File: src/rtl/alu_pkg.sv
// ALU control codes shared by the decoder, the arbiter and the CNN issue path,
// plus the legality check applied to CNN-issued codes.
package alu_pkg;

    localparam logic [3:0] ALU_AND = 4'b0000;
    localparam logic [3:0] ALU_OR  = 4'b0001;
    localparam logic [3:0] ALU_ADD = 4'b0010;
    localparam logic [3:0] ALU_SLL = 4'b0011;
    localparam logic [3:0] ALU_SRL = 4'b0100;
    localparam logic [3:0] ALU_SUB = 4'b0110;
    localparam logic [3:0] ALU_SLT = 4'b0111;
    localparam logic [3:0] ALU_SNE = 4'b1000;
    localparam logic [3:0] ALU_XOR = 4'b1100;

    function automatic logic is_legal_aluctl(input logic [3:0] ctl);
        case (ctl)
            ALU_AND, ALU_OR, ALU_ADD, ALU_SLL, ALU_SRL,
            ALU_SUB, ALU_SLT, ALU_SNE, ALU_XOR: return 1'b1;
            default:                            return 1'b0;
        endcase
    endfunction

endpackage

File: src/rtl/alu_rsp_buf.sv
// One-entry registered response slot for CNN results (data + illegal-code flag).
// Handshake: an entry transfers out on any cycle where rsp_valid & rsp_ready are both high.
module alu_rsp_buf #(
    parameter int WIDTH = 32
) (
    input  logic             clk,
    input  logic             rst_n,
    input  logic             load,
    input  logic [WIDTH-1:0] load_data,
    input  logic             load_err,
    input  logic             rsp_ready,
    output logic             rsp_valid,
    output logic [WIDTH-1:0] rsp_data,
    output logic             rsp_err
);

    logic             valid_q, valid_d;
    logic [WIDTH-1:0] data_q, data_d;
    logic             err_q, err_d;

    // A load in the same cycle as a consume replaces the entry and keeps it valid.
    always_comb begin
        valid_d = valid_q;
        data_d  = data_q;
        err_d   = err_q;
        if (load) begin
            valid_d = 1'b1;
            data_d  = load_data;
            err_d   = load_err;
        end else if (rsp_ready) begin
            valid_d = 1'b0;
        end
    end

    always_ff @(posedge clk or negedge rst_n) begin
        if (!rst_n) begin
            valid_q <= 1'b0;
            data_q  <= '0;
            err_q   <= 1'b0;
        end else begin
            valid_q <= valid_d;
            data_q  <= data_d;
            err_q   <= err_d;
        end
    end

    assign rsp_valid = valid_q;
    assign rsp_data  = data_q;
    assign rsp_err   = err_q;

endmodule

File: src/rtl/alu_share_arbiter.sv
// Shares one ALU between the pipeline EX stage and the CNN issue port: the
// pipeline wins by default, the CNN is force-granted after MAX_WAIT refusals.
module alu_share_arbiter
    import alu_pkg::*;
#(
    parameter int WIDTH    = 32,
    parameter int MAX_WAIT = 4
) (
    input  logic             clk,
    input  logic             rst_n,
    input  logic             pipe_req,
    input  logic [3:0]       pipe_aluctl,
    input  logic [WIDTH-1:0] pipe_a,
    input  logic [WIDTH-1:0] pipe_b,
    output logic             pipe_stall,
    output logic [WIDTH-1:0] pipe_result,
    output logic             pipe_zero,
    input  logic             cnn_valid,
    output logic             cnn_ready,
    input  logic [3:0]       cnn_aluctl,
    input  logic [WIDTH-1:0] cnn_a,
    input  logic [WIDTH-1:0] cnn_b,
    output logic             cnn_rsp_valid,
    input  logic             cnn_rsp_ready,
    output logic [WIDTH-1:0] cnn_rsp_data,
    output logic             cnn_rsp_err,
    output logic [3:0]       alu_ctl,
    output logic [WIDTH-1:0] alu_a,
    output logic [WIDTH-1:0] alu_b,
    input  logic [WIDTH-1:0] alu_y,
    input  logic             alu_zero,
    output logic [3:0]       dbg_wait_cnt
);

    localparam logic [3:0] MAX_WAIT_C = 4'(MAX_WAIT);

    logic [3:0]       wait_cnt_q, wait_cnt_d;
    logic             buf_free;
    logic             force_gnt;
    logic             cnn_gnt;
    logic             cnn_legal;
    logic [WIDTH-1:0] rsp_load_data;

    // The buffer may be reloaded in the same cycle its current entry is consumed.
    always_comb begin
        buf_free  = !cnn_rsp_valid || cnn_rsp_ready;
        force_gnt = (wait_cnt_q == MAX_WAIT_C) && cnn_valid && buf_free;
        cnn_gnt   = cnn_valid && buf_free && (force_gnt || !pipe_req);
        cnn_legal = is_legal_aluctl(cnn_aluctl);
    end

    assign cnn_ready  = cnn_gnt;
    assign pipe_stall = pipe_req && cnn_gnt;

    // Illegal CNN codes run as ADD so the ALU never sees an undefined control.
    always_comb begin
        alu_ctl = pipe_aluctl;
        alu_a   = pipe_a;
        alu_b   = pipe_b;
        if (cnn_gnt) begin
            alu_ctl = cnn_legal ? cnn_aluctl : ALU_ADD;
            alu_a   = cnn_a;
            alu_b   = cnn_b;
        end
    end

    assign pipe_result = alu_y;
    assign pipe_zero   = alu_zero;

    // A saturated count with a full buffer simply holds until the buffer drains.
    always_comb begin
        wait_cnt_d = wait_cnt_q;
        if (cnn_gnt || !cnn_valid) begin
            wait_cnt_d = 4'd0;
        end else if (wait_cnt_q != MAX_WAIT_C) begin
            wait_cnt_d = wait_cnt_q + 4'd1;
        end
    end

    always_ff @(posedge clk or negedge rst_n) begin
        if (!rst_n) begin
            wait_cnt_q <= 4'd0;
        end else begin
            wait_cnt_q <= wait_cnt_d;
        end
    end

    assign dbg_wait_cnt  = wait_cnt_q;
    assign rsp_load_data = cnn_legal ? alu_y : '0;

    alu_rsp_buf #(
        .WIDTH(WIDTH)
    ) u_rsp_buf (
        .clk      (clk),
        .rst_n    (rst_n),
        .load     (cnn_gnt),
        .load_data(rsp_load_data),
        .load_err (!cnn_legal),
        .rsp_ready(cnn_rsp_ready),
        .rsp_valid(cnn_rsp_valid),
        .rsp_data (cnn_rsp_data),
        .rsp_err  (cnn_rsp_err)
    );

endmodule

File: config.mk
export PLATFORM = sky130hd
export DESIGN_NAME = alu_share_arbiter
export DESIGN_NICKNAME = d
export VERILOG_FILES = /design/src/rtl/alu_pkg.sv /design/src/rtl/alu_rsp_buf.sv /design/src/rtl/alu_share_arbiter.sv
export SDC_FILE = /design/constraint.sdc
export NUM_CORES = 1
export LEC_CHECK = 0
export CAP_MARGIN = 10
export CORE_MARGIN = 10
export CORE_UTILIZATION = 25
export CTS_BUF_LIST = sky130_fd_sc_hd__clkbuf_4 sky130_fd_sc_hd__clkbuf_8
export CTS_CLUSTER_DIAMETER = 40
export CTS_CLUSTER_SIZE = 12
export DETAILED_ROUTE_END_ITERATION = 10
export PLACE_DENSITY = 0.68
export SLEW_MARGIN = 10
export SYNTH_ARGS = -nofsm -noshare
export SYNTH_HDL_FRONTEND = slang
export SYNTH_HIERARCHICAL = 1
export SYNTH_SLANG_ARGS = --single-unit
File: constraint.sdc
create_clock -name clk -period 2.7 [get_ports clk]
set_input_delay 0.54 -clock clk [delete_from_list [all_inputs] [get_ports clk]]
set_output_delay 0.54 -clock clk [all_outputs]
set_load 0.005 [all_outputs]
==> flow_summary.html <==
<table>
<tr><th>Metric</th><th>Value</th></tr>
<tr><th colspan="2">Outcome</th></tr>
<tr><td>Result of the run</td><td>complete, but fails checks</td></tr>
<tr><td>Violated checks</td><td>setup timing</td></tr>
<tr><th colspan="2">Clock tree</th></tr>
<tr><td>Htree depth</td><td>2</td></tr>
<tr><td>Clock-pin slew on the worst setup and hold paths</td><td>0.08 ns</td></tr>
<tr><td>Cts bufs inserted</td><td>5</td></tr>
<tr><td>Sinks on the clock net</td><td>38</td></tr>
<tr><td>Max clock buf depth</td><td>2</td></tr>
<tr><td>CTS tree</td><td>built</td></tr>
<tr><td>Clock insertion delay at the later pin of the skew report</td><td>0.29 ns</td></tr>
<tr><td>CTS root buf</td><td>sky130_fd_sc_hd__clkbuf_8</td></tr>
<tr><th colspan="2">Timing</th></tr>
<tr><td>Unrepaired setup endpoints after global routing</td><td>true</td></tr>
<tr><td>Max Clock Skew</td><td>0.00309 ns</td></tr>
<tr><td>Top achievable clock speed</td><td>356 MHz</td></tr>
<tr><td>Final Slew Violations</td><td>0</td></tr>
<tr><td>Final count of hold timing violations</td><td>0</td></tr>
<tr><td>Final worst-path setup slack</td><td>-0.112 ns</td></tr>
<tr><td>Ratio of final minimum period to clock period</td><td>1.04</td></tr>
<tr><td>Slew at the pin closest to its max-slew limit</td><td>0.870 ns</td></tr>
<tr><td>Tightest slew margin relative to the limit</td><td>0.420</td></tr>
<tr><td>Final setup vio count</td><td>47</td></tr>
<tr><td>Minimum hold slack</td><td>0.362 ns</td></tr>
<tr><td>Clock period minus final worst setup slack</td><td>2.81 ns</td></tr>
<tr><th colspan="2">Floorplanning</th></tr>
<tr><td>Die area</td><td>16900 um^2</td></tr>
<tr><td>I/O pin count</td><td>315</td></tr>
<tr><td>Width of the die</td><td>130 um</td></tr>
<tr><td>Starting utilization of the core area</td><td>0.253</td></tr>
<tr><td>Height of the die</td><td>130 um</td></tr>
<tr><td>Placement row count</td><td>40</td></tr>
<tr><td>Placeable core area</td><td>12000 um^2</td></tr>
<tr><th colspan="2">Synthesis</th></tr>
<tr><td>Number of cells produced by synthesis</td><td>259</td></tr>
<tr><td>Most numerous cell in the Yosys netlist</td><td>sky130_fd_sc_hd__mux2_1</td></tr>
<tr><td>Post-synthesis cell type with the largest combined area</td><td>sky130_fd_sc_hd__dfrtp_1</td></tr>
<tr><td>Share of synthesized area occupied by flip-flops and latches</td><td>0.314</td></tr>
<tr><td>Avg Cell Area, Syn</td><td>11.7 um^2</td></tr>
<tr><td>Primary FF master, synth</td><td>sky130_fd_sc_hd__dfrtp_1</td></tr>
<tr><td>Flops &amp; latches, synth</td><td>38</td></tr>
<tr><td>Number of unique standard cell types used by synthesis</td><td>26</td></tr>
<tr><td>Total of warnings raised by yosys</td><td>6</td></tr>
<tr><td>Synth cell count leaders</td><td>40 x sky130_fd_sc_hd__mux2_1, 38 x sky130_fd_sc_hd__dfrtp_1, 36 x sky130_fd_sc_hd__buf_4</td></tr>
<tr><td>Post-Syn Nets</td><td>435</td></tr>
<tr><td>Area of the mapped netlist</td><td>3030 um^2</td></tr>
<tr><td>Ys async rst share</td><td>1.00</td></tr>
<tr><td>Leading post-synthesis cells by cell area</td><td>sky130_fd_sc_hd__dfrtp_1 31%, sky130_fd_sc_hd__mux2_1 15%, sky130_fd_sc_hd__mux2_4 14%</td></tr>
<tr><td>Share of the synthesized area in the top cell type</td><td>0.314</td></tr>
<tr><td>Number of enable flip-flop cells after synthesis</td><td>0</td></tr>
<tr><th colspan="2">Hold path</th></tr>
<tr><td>Worst min-delay path category</td><td>in2async</td></tr>
<tr><th colspan="2">GRT</th></tr>
<tr><td>Antenna violations before repair</td><td>1</td></tr>
<tr><td>Overall overflow remaining after global route</td><td>0</td></tr>
<tr><td>Number of global-route vias before repair</td><td>3561</td></tr>
<tr><td>Maximum number of pins on one net before global-route repair</td><td>39</td></tr>
<tr><td>Overall fraction of global-route tracks in use</td><td>0.172</td></tr>
<tr><td>Global-route wire length before repair</td><td>22400 um</td></tr>
<tr><th colspan="2">Pwr</th></tr>
<tr><td>Flop pwr share</td><td>0.272</td></tr>
<tr><td>Internal Pwr Total</td><td>2.01 mW</td></tr>
<tr><td>Power density over the cells</td><td>388 nW/um^2</td></tr>
<tr><td>Leak</td><td>3.14 nW</td></tr>
<tr><td>Overall power consumption</td><td>2.68 mW</td></tr>
<tr><td>Switching pwr</td><td>0.669 mW</td></tr>
<tr><td>Part of the power in combinational logic</td><td>0.502</td></tr>
<tr><td>Clk pwr share</td><td>0.226</td></tr>
<tr><td>Switching power as a share of total power</td><td>0.250</td></tr>
<tr><td>Worst-case vdd ir drop</td><td>0.000257 V</td></tr>
<tr><th colspan="2">Detailed routing</th></tr>
<tr><td>Detailed-router iteration count before antenna repair</td><td>4</td></tr>
<tr><td>Final routed wire length divided by cell count</td><td>21.3 um</td></tr>
<tr><td># DRC</td><td>0</td></tr>
<tr><td>Iteration-0 DRC Markers</td><td>54</td></tr>
<tr><td>Vias</td><td>3211</td></tr>
<tr><td>Per-cell via count in the routed design</td><td>4.35</td></tr>
<tr><td>Number of nets with antenna violations after detailed routing</td><td>0</td></tr>
<tr><td>Routed WL</td><td>15800 um</td></tr>
<tr><th colspan="2">Worst setup path</th></tr>
<tr><td>Type of element capturing the critical path</td><td>output pin</td></tr>
<tr><td>Data arrival time of the critical path</td><td>2.27 ns</td></tr>
<tr><td>Most common cell type on the critical path</td><td>sky130_fd_sc_hd__buf_6</td></tr>
<tr><td>Slowest cell delay on critical path</td><td>0.39 ns</td></tr>
<tr><td>Required @ worst endpoint</td><td>2.16 ns</td></tr>
<tr><td>Cell type group with the largest total delay on the critical path</td><td>buffers and inverters</td></tr>
<tr><td>Bufs and invs on worst path</td><td>6</td></tr>
<tr><td>CP Class</td><td>reg2out</td></tr>
<tr><td>Setup crit start kind</td><td>flip-flop</td></tr>
<tr><td>Crit-path slowest cell</td><td>sky130_fd_sc_hd__dfrtp_1</td></tr>
<tr><td>Sequence of cells on the critical path</td><td>inv_2, ha_4, nand3b_4, a221oi_4, buf_6, buf_8, buf_12, buf_6, mux2_4, buf_6</td></tr>
<tr><td>Max Fanout on Critical Path</td><td>7</td></tr>
<tr><td>Register-to-register path setup slack</td><td>0.58 ns</td></tr>
<tr><th colspan="2">Layout</th></tr>
<tr><td>Area overhead of the layout relative to synthesis</td><td>128%</td></tr>
<tr><td>Fraction of final layout cells sized beyond drive strength 1</td><td>0.400</td></tr>
<tr><td>Fill cells</td><td>1009</td></tr>
<tr><td>Number of nets in the final layout</td><td>765</td></tr>
<tr><th colspan="2">Placement</th></tr>
<tr><td>Placer's final routability congestion estimate</td><td>0.828</td></tr>
<tr><td>DPL Wire Length</td><td>12600 um</td></tr>
<tr><td>Worst slack, placed</td><td>-0.548 ns</td></tr>
<tr><td>Number of buffers inserted by port buffering</td><td>312</td></tr>
<tr><th colspan="2">Run</th></tr>
<tr><td># Max-Cap Violations</td><td>0</td></tr>
</table>
[cell families after synthesis]
logic type,count (synthesis),synth area share
buffers and inverters,58,0.147
muxes,97,0.396
adders and majority gates,2,0.00826
AOI/OAI and AO/OA,14,0.0334
and+or+nand+nor,49,0.0979
xor gates and xnor gates,1,0.00289
DFF,38,0.314
[stage by stage]
stage               TNS (ns)   util  std cells  cell area [um^2]
floorplan                  0      -        259              3030
global placement      -28.54  0.515        695              6150
detailed placement    -31.18  0.515        695              6150
global route           -7.61  0.578        738              6910
finish                 -1.84  0.578        738              6910
CTS                    -3.06  0.550        731              6580
[registers in the layout (all words and copies together) (netlist names)]
register and cells:
u_rsp_buf/rsp_data 32, u_rsp_buf/rsp_err 1, dbg_wait_cnt 4, u_rsp_buf/rsp_valid 1
[final timing paths]
kind,start,to,depth (start not counted)
max,dbg_wait_cnt[0],alu_a[31],10
min,rst_n,u_rsp_buf/rsp_data[19],1
max reg2reg,dbg_wait_cnt[0],u_rsp_buf/rsp_data[30],8
min reg2reg,u_rsp_buf/rsp_data[14],u_rsp_buf/rsp_data[14],1
max in group asynchronous,rst_n,dbg_wait_cnt[0],1
min in group clk,u_rsp_buf/rsp_data[14],u_rsp_buf/rsp_data[14],1
[worst reg2reg max path, stage by stage (launching register included)]
cell and delay, ns:
sky130_fd_sc_hd__dfrtp_1 0.39, sky130_fd_sc_hd__inv_2 0.09, sky130_fd_sc_hd__ha_4 0.15, sky130_fd_sc_hd__nand3b_4 0.10, sky130_fd_sc_hd__a221oi_4 0.33, sky130_fd_sc_hd__buf_4 0.18, sky130_fd_sc_hd__buf_12 0.14, sky130_fd_sc_hd__buf_4 0.27
sky130_fd_sc_hd__mux2_2 0.37
[cell type report]
cell class	instances	area, um^2	area share
inverter	10	37.5	0.00543
clock inverter	2	60.1	0.00869
clock buffer	6	82.6	0.0120
tap	147	184	0.0266
sequential	38	951	0.138
timing repair buffer	371	3740	0.541
multi-input combinational	163	1860	0.269
antenna	1	2.50	0.000362
[cell usage in the layout (no fill, tap or decap), types with 5 or more instances in the layout]
cell / n
sky130_fd_sc_hd__a21oi_1: 5
sky130_fd_sc_hd__and2_1: 33
sky130_fd_sc_hd__buf_12: 7
sky130_fd_sc_hd__buf_2: 14
sky130_fd_sc_hd__buf_4: 23
sky130_fd_sc_hd__buf_6: 72
sky130_fd_sc_hd__clkbuf_2: 8
sky130_fd_sc_hd__clkbuf_8: 6
sky130_fd_sc_hd__clkdlybuf4s50_1: 238
sky130_fd_sc_hd__dfrtp_1: 38
sky130_fd_sc_hd__inv_1: 7
sky130_fd_sc_hd__mux2_1: 7
sky130_fd_sc_hd__mux2_2: 10
sky130_fd_sc_hd__mux2_4: 80
[metal layers]
layer	up-vias	routed length, um	track usage
li1	1517	-	-
met1	1537	5710	0.183
met2	144	8280	0.318
met3	13	1600	0.0669
met4	0	161	0.0265
met5	-	0	0
[power by group through the flow]
stage,Combinational [mW],Clock (mW),Sequential (mW)
after detailed placement,1.19,0,0.736
after global placement,1.18,0,0.732
final,1.35,0.606,0.728
after CTS,1.26,0.621,0.729
after global routing,1.43,0.646,0.742
after floorplan,0.407,0,0.743
[what timing repair did]
| item | CTS | global route |
|---|---|---|
| gates resized for setup | 322 | 98 |
| hold buffers | 0 | 0 |
| setup endpoints to repair | 70 | 70 |
| cloned | 1 | 1 |
| pin swaps | 2 | 2 |
| setup buffers | 28 | 9 |
(Power assumes the default switching activity.)
